==> src/rtl/fp32_add_sub.sv <==
// fp32_add_sub: 4-stage pipelined IEEE-754 single-precision add/subtract.
// Define FP_ADD_SUB_DENORM_EN for subnormal inputs and gradual underflow.
module fp32_add_sub (
  input  logic        clk,
  input  logic        rst_n,
  input  logic        start,
  input  logic [31:0] a_operand,
  input  logic [31:0] b_operand,
  input  logic        AddBar_Sub,
  output logic [31:0] result,
  output logic        Exception,
  output logic        done
);

  function automatic logic [4:0] lzc27(input logic [26:0] v);
    lzc27 = 5'd27;
    for (int i = 0; i < 27; i++)
      if (v[i]) lzc27 = 5'(26 - i);
  endfunction

  logic        a_s, b_s, a_z, b_z, swap;
  logic [7:0]  a_e, b_e, a_ee, b_ee;
  logic [23:0] a_m, b_m;

  assign a_s = a_operand[31];
  assign b_s = b_operand[31] ^ AddBar_Sub;
  assign a_e = a_operand[30:23];
  assign b_e = b_operand[30:23];

  always_comb begin
`ifdef FP_ADD_SUB_DENORM_EN
    a_z  = (a_e == 8'd0) && (a_operand[22:0] == 23'd0);
    b_z  = (b_e == 8'd0) && (b_operand[22:0] == 23'd0);
    a_ee = (a_e == 8'd0) ? 8'd1 : a_e;
    b_ee = (b_e == 8'd0) ? 8'd1 : b_e;
    a_m  = {a_e != 8'd0, a_operand[22:0]};
    b_m  = {b_e != 8'd0, b_operand[22:0]};
`else
    a_z  = a_e == 8'd0;
    b_z  = b_e == 8'd0;
    a_ee = a_e;
    b_ee = b_e;
    a_m  = a_z ? 24'd0 : {1'b1, a_operand[22:0]};
    b_m  = b_z ? 24'd0 : {1'b1, b_operand[22:0]};
`endif
    swap = {b_ee, b_m} > {a_ee, a_m};
  end

  logic        v1, sp1, bz1, zs1, op1, xs1;
  logic [7:0]  xe1, d1;
  logic [23:0] xm1, ym1;

  always_ff @(posedge clk or negedge rst_n) begin
    if (!rst_n) begin
      v1  <= 1'b0;
      sp1 <= 1'b0;
      bz1 <= 1'b0;
      zs1 <= 1'b0;
      op1 <= 1'b0;
      xs1 <= 1'b0;
      xe1 <= 8'd0;
      d1  <= 8'd0;
      xm1 <= 24'd0;
      ym1 <= 24'd0;
    end else begin
      v1  <= start;
      sp1 <= (a_e == 8'hFF) || (b_e == 8'hFF);
      bz1 <= a_z && b_z;
      zs1 <= a_s && b_s;
      op1 <= a_s ^ b_s;
      xs1 <= swap ? b_s : a_s;
      xe1 <= swap ? b_ee : a_ee;
      d1  <= swap ? (b_ee - a_ee) : (a_ee - b_ee);
      xm1 <= swap ? b_m : a_m;
      ym1 <= swap ? a_m : b_m;
    end
  end

  // Y aligned as 24-bit mantissa + guard + round + sticky
  logic [49:0] ext;
  logic [26:0] al;
  logic [27:0] sum;

  always_comb begin
    ext = {ym1, 26'd0} >> d1;
    if (d1 >= 8'd26) al = {26'd0, |ym1};
    else             al = {ext[49:24], |ext[23:0]};
    if (op1) sum = {1'b0, xm1, 3'd0} - {1'b0, al};
    else     sum = {1'b0, xm1, 3'd0} + {1'b0, al};
  end

  logic        v2, sp2, bz2, zs2, s2s;
  logic [7:0]  e2;
  logic [27:0] sum2;

  always_ff @(posedge clk or negedge rst_n) begin
    if (!rst_n) begin
      v2   <= 1'b0;
      sp2  <= 1'b0;
      bz2  <= 1'b0;
      zs2  <= 1'b0;
      s2s  <= 1'b0;
      e2   <= 8'd0;
      sum2 <= 28'd0;
    end else begin
      v2   <= v1;
      sp2  <= sp1;
      bz2  <= bz1;
      zs2  <= zs1;
      s2s  <= xs1;
      e2   <= xe1;
      sum2 <= sum;
    end
  end

  logic [4:0]        lz;
  logic [26:0]       nm;
  logic signed [9:0] ne;

  always_comb begin
    lz = lzc27(sum2[26:0]);
    if (sum2[27]) begin
      nm = {sum2[27:2], |sum2[1:0]};
      ne = $signed({2'd0, e2}) + 10'sd1;
    end else begin
      nm = sum2[26:0] << lz;
      ne = $signed({2'd0, e2}) - $signed({5'd0, lz});
    end
  end

  logic              v3, sp3, bz3, zs3, z3, s3s;
  logic signed [9:0] e3;
  logic [26:0]       m3;

  always_ff @(posedge clk or negedge rst_n) begin
    if (!rst_n) begin
      v3  <= 1'b0;
      sp3 <= 1'b0;
      bz3 <= 1'b0;
      zs3 <= 1'b0;
      z3  <= 1'b0;
      s3s <= 1'b0;
      e3  <= 10'sd0;
      m3  <= 27'd0;
    end else begin
      v3  <= v2;
      sp3 <= sp2;
      bz3 <= bz2;
      zs3 <= zs2;
      z3  <= sum2 == 28'd0;
      s3s <= s2s;
      e3  <= ne;
      m3  <= nm;
    end
  end

  logic [26:0]       rm;
  logic              inc;
  logic [24:0]       mr;
  logic signed [9:0] ef;
  logic [22:0]       fr;
`ifdef FP_ADD_SUB_DENORM_EN
  logic [9:0]        sh;
  logic [53:0]       tmp;
`endif

  always_comb begin
    rm = m3;
`ifdef FP_ADD_SUB_DENORM_EN
    sh  = 10'd1 - e3;
    tmp = {m3, 27'd0} >> sh;
    if (e3 < 10'sd1) begin
      if (sh >= 10'd27) rm = {26'd0, |m3};
      else              rm = {tmp[53:28], |tmp[27:0]};
    end
`endif
    inc = rm[2] & (rm[1] | rm[0] | rm[3]);
    mr  = {1'b0, rm[26:3]} + {24'd0, inc};
    ef  = e3 + $signed({9'd0, mr[24]});
    fr  = mr[24] ? mr[23:1] : mr[22:0];
`ifdef FP_ADD_SUB_DENORM_EN
    // a rounding carry into the hidden bit promotes to the smallest normal
    if (e3 < 10'sd1) begin
      ef = mr[23] ? 10'sd1 : 10'sd0;
      fr = mr[22:0];
    end
`endif
  end

  logic              v4, sp4, bz4, zs4, z4, s4s;
  logic signed [9:0] ef4;
  logic [22:0]       fr4;

  always_ff @(posedge clk or negedge rst_n) begin
    if (!rst_n) begin
      v4  <= 1'b0;
      sp4 <= 1'b0;
      bz4 <= 1'b0;
      zs4 <= 1'b0;
      z4  <= 1'b0;
      s4s <= 1'b0;
      ef4 <= 10'sd0;
      fr4 <= 23'd0;
    end else begin
      v4  <= v3;
      sp4 <= sp3;
      bz4 <= bz3;
      zs4 <= zs3;
      z4  <= z3;
      s4s <= s3s;
      ef4 <= ef;
      fr4 <= fr;
    end
  end

  always_ff @(posedge clk or negedge rst_n) begin
    if (!rst_n) begin
      result    <= 32'd0;
      Exception <= 1'b0;
      done      <= 1'b0;
    end else begin
      done <= v4;
      if (v4) begin
        Exception <= 1'b0;
        if (sp4) begin
          result    <= 32'h7FC0_0000;
          Exception <= 1'b1;
        end else if (bz4) begin
          result <= {zs4, 31'd0};
        end else if (z4) begin
          result <= 32'd0;
        end else if (ef4 >= 10'sd255) begin
          result    <= {s4s, 8'hFF, 23'd0};
          Exception <= 1'b1;
        end else if (ef4 <= 10'sd0) begin
`ifdef FP_ADD_SUB_DENORM_EN
          result <= {s4s, 8'd0, fr4};
`else
          result <= {s4s, 31'd0};
`endif
        end else begin
          result <= {s4s, ef4[7:0], fr4};
        end
      end
    end
  end

endmodule

==> config.mk <==
export PLATFORM = sky130hd
export DESIGN_NAME = fp32_add_sub
export DESIGN_NICKNAME = d
export VERILOG_FILES = /design/src/rtl/fp32_add_sub.sv
export SDC_FILE = /design/constraint.sdc
export NUM_CORES = 1
export LEC_CHECK = 0
export ABC_CLOCK_PERIOD_IN_PS = 4300
export BUFFER_PORTS_ARGS = -buffer_cell sky130_fd_sc_hd__buf_2
export CORE_MARGIN = 3
export CORE_UTILIZATION = 35
export CTS_CLUSTER_SIZE = 30
export DETAILED_ROUTE_END_ITERATION = 16
export PLACE_DENSITY = 0.65
export SYNTH_ARGS = -nofsm -noshare
export SYNTH_HDL_FRONTEND = slang
export SYNTH_SLANG_ARGS = --single-unit
==> constraint.sdc <==
create_clock -name clk -period 4.3 [get_ports clk]
set_input_delay 0.43 -clock clk [delete_from_list [all_inputs] [get_ports clk]]
set_output_delay 0.43 -clock clk [all_outputs]
set_load 0.03 [all_outputs]
==> flow_metrics.tcl <==
set metrics [dict create \
    outcome "finished with violations" \
    violations "setup timing" \
    drc 0 \
    busiest_layer "met2" \
    synth_cell_types 80 \
    crit_path_start_kind "flip-flop" \
    die_w_um 217 \
    arrival_ns 4.95 \
    slew_viol_final 0 \
    r2r_start "d1[0]$_DFF_PN0_" \
    ff2ff_setup_slack_ns -0.22 \
    die_y_um 217 \
    power_density_mw_per_mm2 503 \
    rows 76 \
    place_area_mm2 0.0181 \
    core-area_mm2 0.0435 \
    vias 14301 \
    synth_edf_count 0 \
    rr_endpoint "sum2[25]$_DFF_PN0_" \
    place_congestion 0.976 \
    final_antenna_net_count 0 \
    cts_buffers 26 \
    port-buffer-count 101 \
    crit_required_ns 4.72 \
    finalCriticalPeriod_ns 4.52 \
    worst_skew_pair.late_latency_ns 0.55 \
    ir_drop_v 0.000357 \
    drt_iter0_drc 1027 \
    use_met2 0.335 \
    synth_seq_cells 227 \
    vias_per_cell 5.36 \
    critPathSlowestCell "dfrtp_2" \
    cts_sinks 227 \
    hpwl_um 36500 \
    wl_per_cell_um 17.5 \
    synthFlopType "dfrtp_1" \
    yosysSeqAreaShare 0.366 \
    p_leak_nw 9.15 \
    crit_type "reg2reg" \
    clkTransAtPathRegs_ns 0.06 \
    grt_usage 0.193 \
    hp-class "in2reg" \
    grt_pass1_vias 14219 \
    synth-async-reset-ratio 1.00 \
    fin_area_mm2 0.0196 \
    yosysWarnings 0 \
    setup.worst_path.start "d1[0]$_DFF_PN0_" \
    cts_tree "done" \
    grt_max_degree 92 \
    gr-total-overflow 0 \
    maxCapViolCount 0 \
    finalCritPeriodShare 1.05 \
    antennaDiodeCount 0 \
    die_area_mm2 0.0470 \
    grt_antenna_before_repair 1 \
    critPathMaxStageDelay_ns 0.46 \
    clockBufferDepth 3 \
    setup_ws_ns -0.221 \
    drt_wl_total_um 46600 \
    cts-root-buf "clkbuf_16" \
    cp-endpoint "sum2[25]$_DFF_PN0_" \
    final_core_utilization 0.452 \
    final_hold_viol_count 0 \
    use_met1 0.247 \
    syn_inst 1792 \
    drive_gt1_frac 0.252 \
    reg2regPathDepth 26 \
    ctsHtreeMaxLevel 1 \
    fmax_mhz 221 \
    finalClockSkew_ns 0.0133 \
    maxSlewHeadroom 0.366 \
    nets 2234 \
    crit_path_end_kind "flip-flop" \
    grtUsageMet3 0.0233 \
    grt_pass1_wl_um 74400 \
    setup_viol_count_final 11 \
    fill_cells 4163 \
    synth_area_mm2 0.0155 \
    p_total_mw 9.89 \
    synthToLayoutAreaGrowth_pct 26.4 \
    cp_max_fo 7 \
    dr.pass1.iters 5 \
    avgSynthCellArea_um2 8.67 \
    rsz0062_at_grt "yes" \
    start_util 0.358 \
    io_pins 102 \
    synthesis.nets 1964 \
    worst_pin_slew_ns 0.951 \
]
## worst max-delay path: cells and delay by family, from the launching register on
kind            cells  cell delay, ns
compound gates     13            2.24
fa+ha+maj           2            0.51
flops               1            0.46
simple gates        5            0.46
buf+inv             4            0.40
mux                 1            0.21
xor+xnor            1            0.13
## worst min-delay path by stage
stage	startpoint	endpoint	cells after the start
after floorplan	rst_n	Exception$_DFFE_PN0P_	0
after global placement	v1$_DFF_PN0_	v2$_DFF_PN0_	0
after detailed placement	zs2$_DFF_PN0_	zs3$_DFF_PN0_	0
after CTS	a_operand[31]	op1$_DFF_PN0_	2
after global routing	a_operand[31]	op1$_DFF_PN0_	2
final	a_operand[31]	op1$_DFF_PN0_	2
## power breakdown
part | internal, mW | switching [mW]
combinational | 1.88 | 2.42
sequential | 2.74 | 0.564
clock | 1.38 | 0.897
## cells in the final DEF (no fill, tap or decap), types with 25 or more instances in the layout
| cell type | netlist | final |
|---|---|---|
| nand3_1 | 57 | 57 |
| nor3_1 | 29 | 26 |
| buf_4 | 2 | 224 |
| inv_1 | 118 | 116 |
| mux2_2 | 39 | 35 |
| dfrtp_1 | 227 | 226 |
| ha_1 | 100 | 93 |
| mux2i_1 | 68 | 65 |
| clkbuf_16 | 0 | 26 |
| o21ai_0 | 142 | 129 |
| a22o_1 | 25 | 25 |
| xor2_1 | 31 | 31 |
| nor2_1 | 147 | 143 |
| nand2_1 | 213 | 206 |
| buf_2 | 13 | 100 |
| a21oi_1 | 122 | 108 |
| a21o_1 | 26 | 26 |
| xnor2_1 | 35 | 35 |
## repair_timing
item,in CTS,in global routing
setup buffers,21,7
endpoints found under the setup margin,10,21
hold endpoints to repair,90,0
pin swaps,32,22
hold buffers,2,0
gates resized for setup,69,34
gates cloned,1,0
## cell usage after synthesis, types with 23 or more instances
library cell	count	area share
a21o_1	26	0.013
a21oi_1	122	0.039
a22o_1	25	0.014
clkbuf_1	72	0.017
dfrtp_1	227	0.37
ha_1	100	0.081
inv_1	118	0.029
mux2_2	39	0.028
mux2i_1	68	0.044
nand2_1	213	0.051
nand3_1	57	0.018
nand4_1	23	0.0093
nor2_1	147	0.036
nor3_1	29	0.0093
o21ai_0	142	0.046
xnor2_1	35	0.020
xor2_1	31	0.017
## cell families after synthesis
logic type      after synthesis  share of synthesized area
flops                       227                      0.366
buf+inv                     219                     0.0560
fa+ha+maj                   104                     0.0857
xor+xnor                     66                     0.0372
compound gates              482                      0.198
mux                         119                     0.0878
simple gates                575                      0.170
## stage by stage
stage	hold WS (ns)	setup TNS (ns)	setup WS, ns	cells
floorplan	0.134	-0.00247	-0.00247	1792
global placement	0.331	-9.48	-0.500	2590
detailed placement	0.335	-9.88	-0.511	2590
CTS	0.113	-0.566	-0.118	2659
global route	0.125	-4.23	-0.452	2666
finish	0.142	-1.20	-0.221	2666
## layer usage
layer | part of all wire | up-vias
li1 | - | 6880
met1 | 0.43 | 6805
met2 | 0.48 | 497
met3 | 0.051 | 119
met4 | 0.043 | 0
met5 | 0 | -
## registers in the layout, indices dropped and copies added (netlist names), 8 cells and up
signal / cells
m3: 27
ef4: 10
sum2: 28
ym1: 24
d1: 8
xe1: 8
xm1: 24
e3: 10
fr4: 23
result: 32
e2: 8
## cell type report
class / instances / area [µm²] / area share
Tap cell: 585 / 732 / 0.0373
Sequential cell: 227 / 5680 / 0.289
Multi-Input combinational cell: 1346 / 9430 / 0.480
Clock inverter: 14 / 175 / 0.00891
Clock buffer: 33 / 727 / 0.0370
Timing Repair Buffer: 341 / 2450 / 0.125
Inverter: 120 / 452 / 0.0230
(Power assumes the default switching activity.)
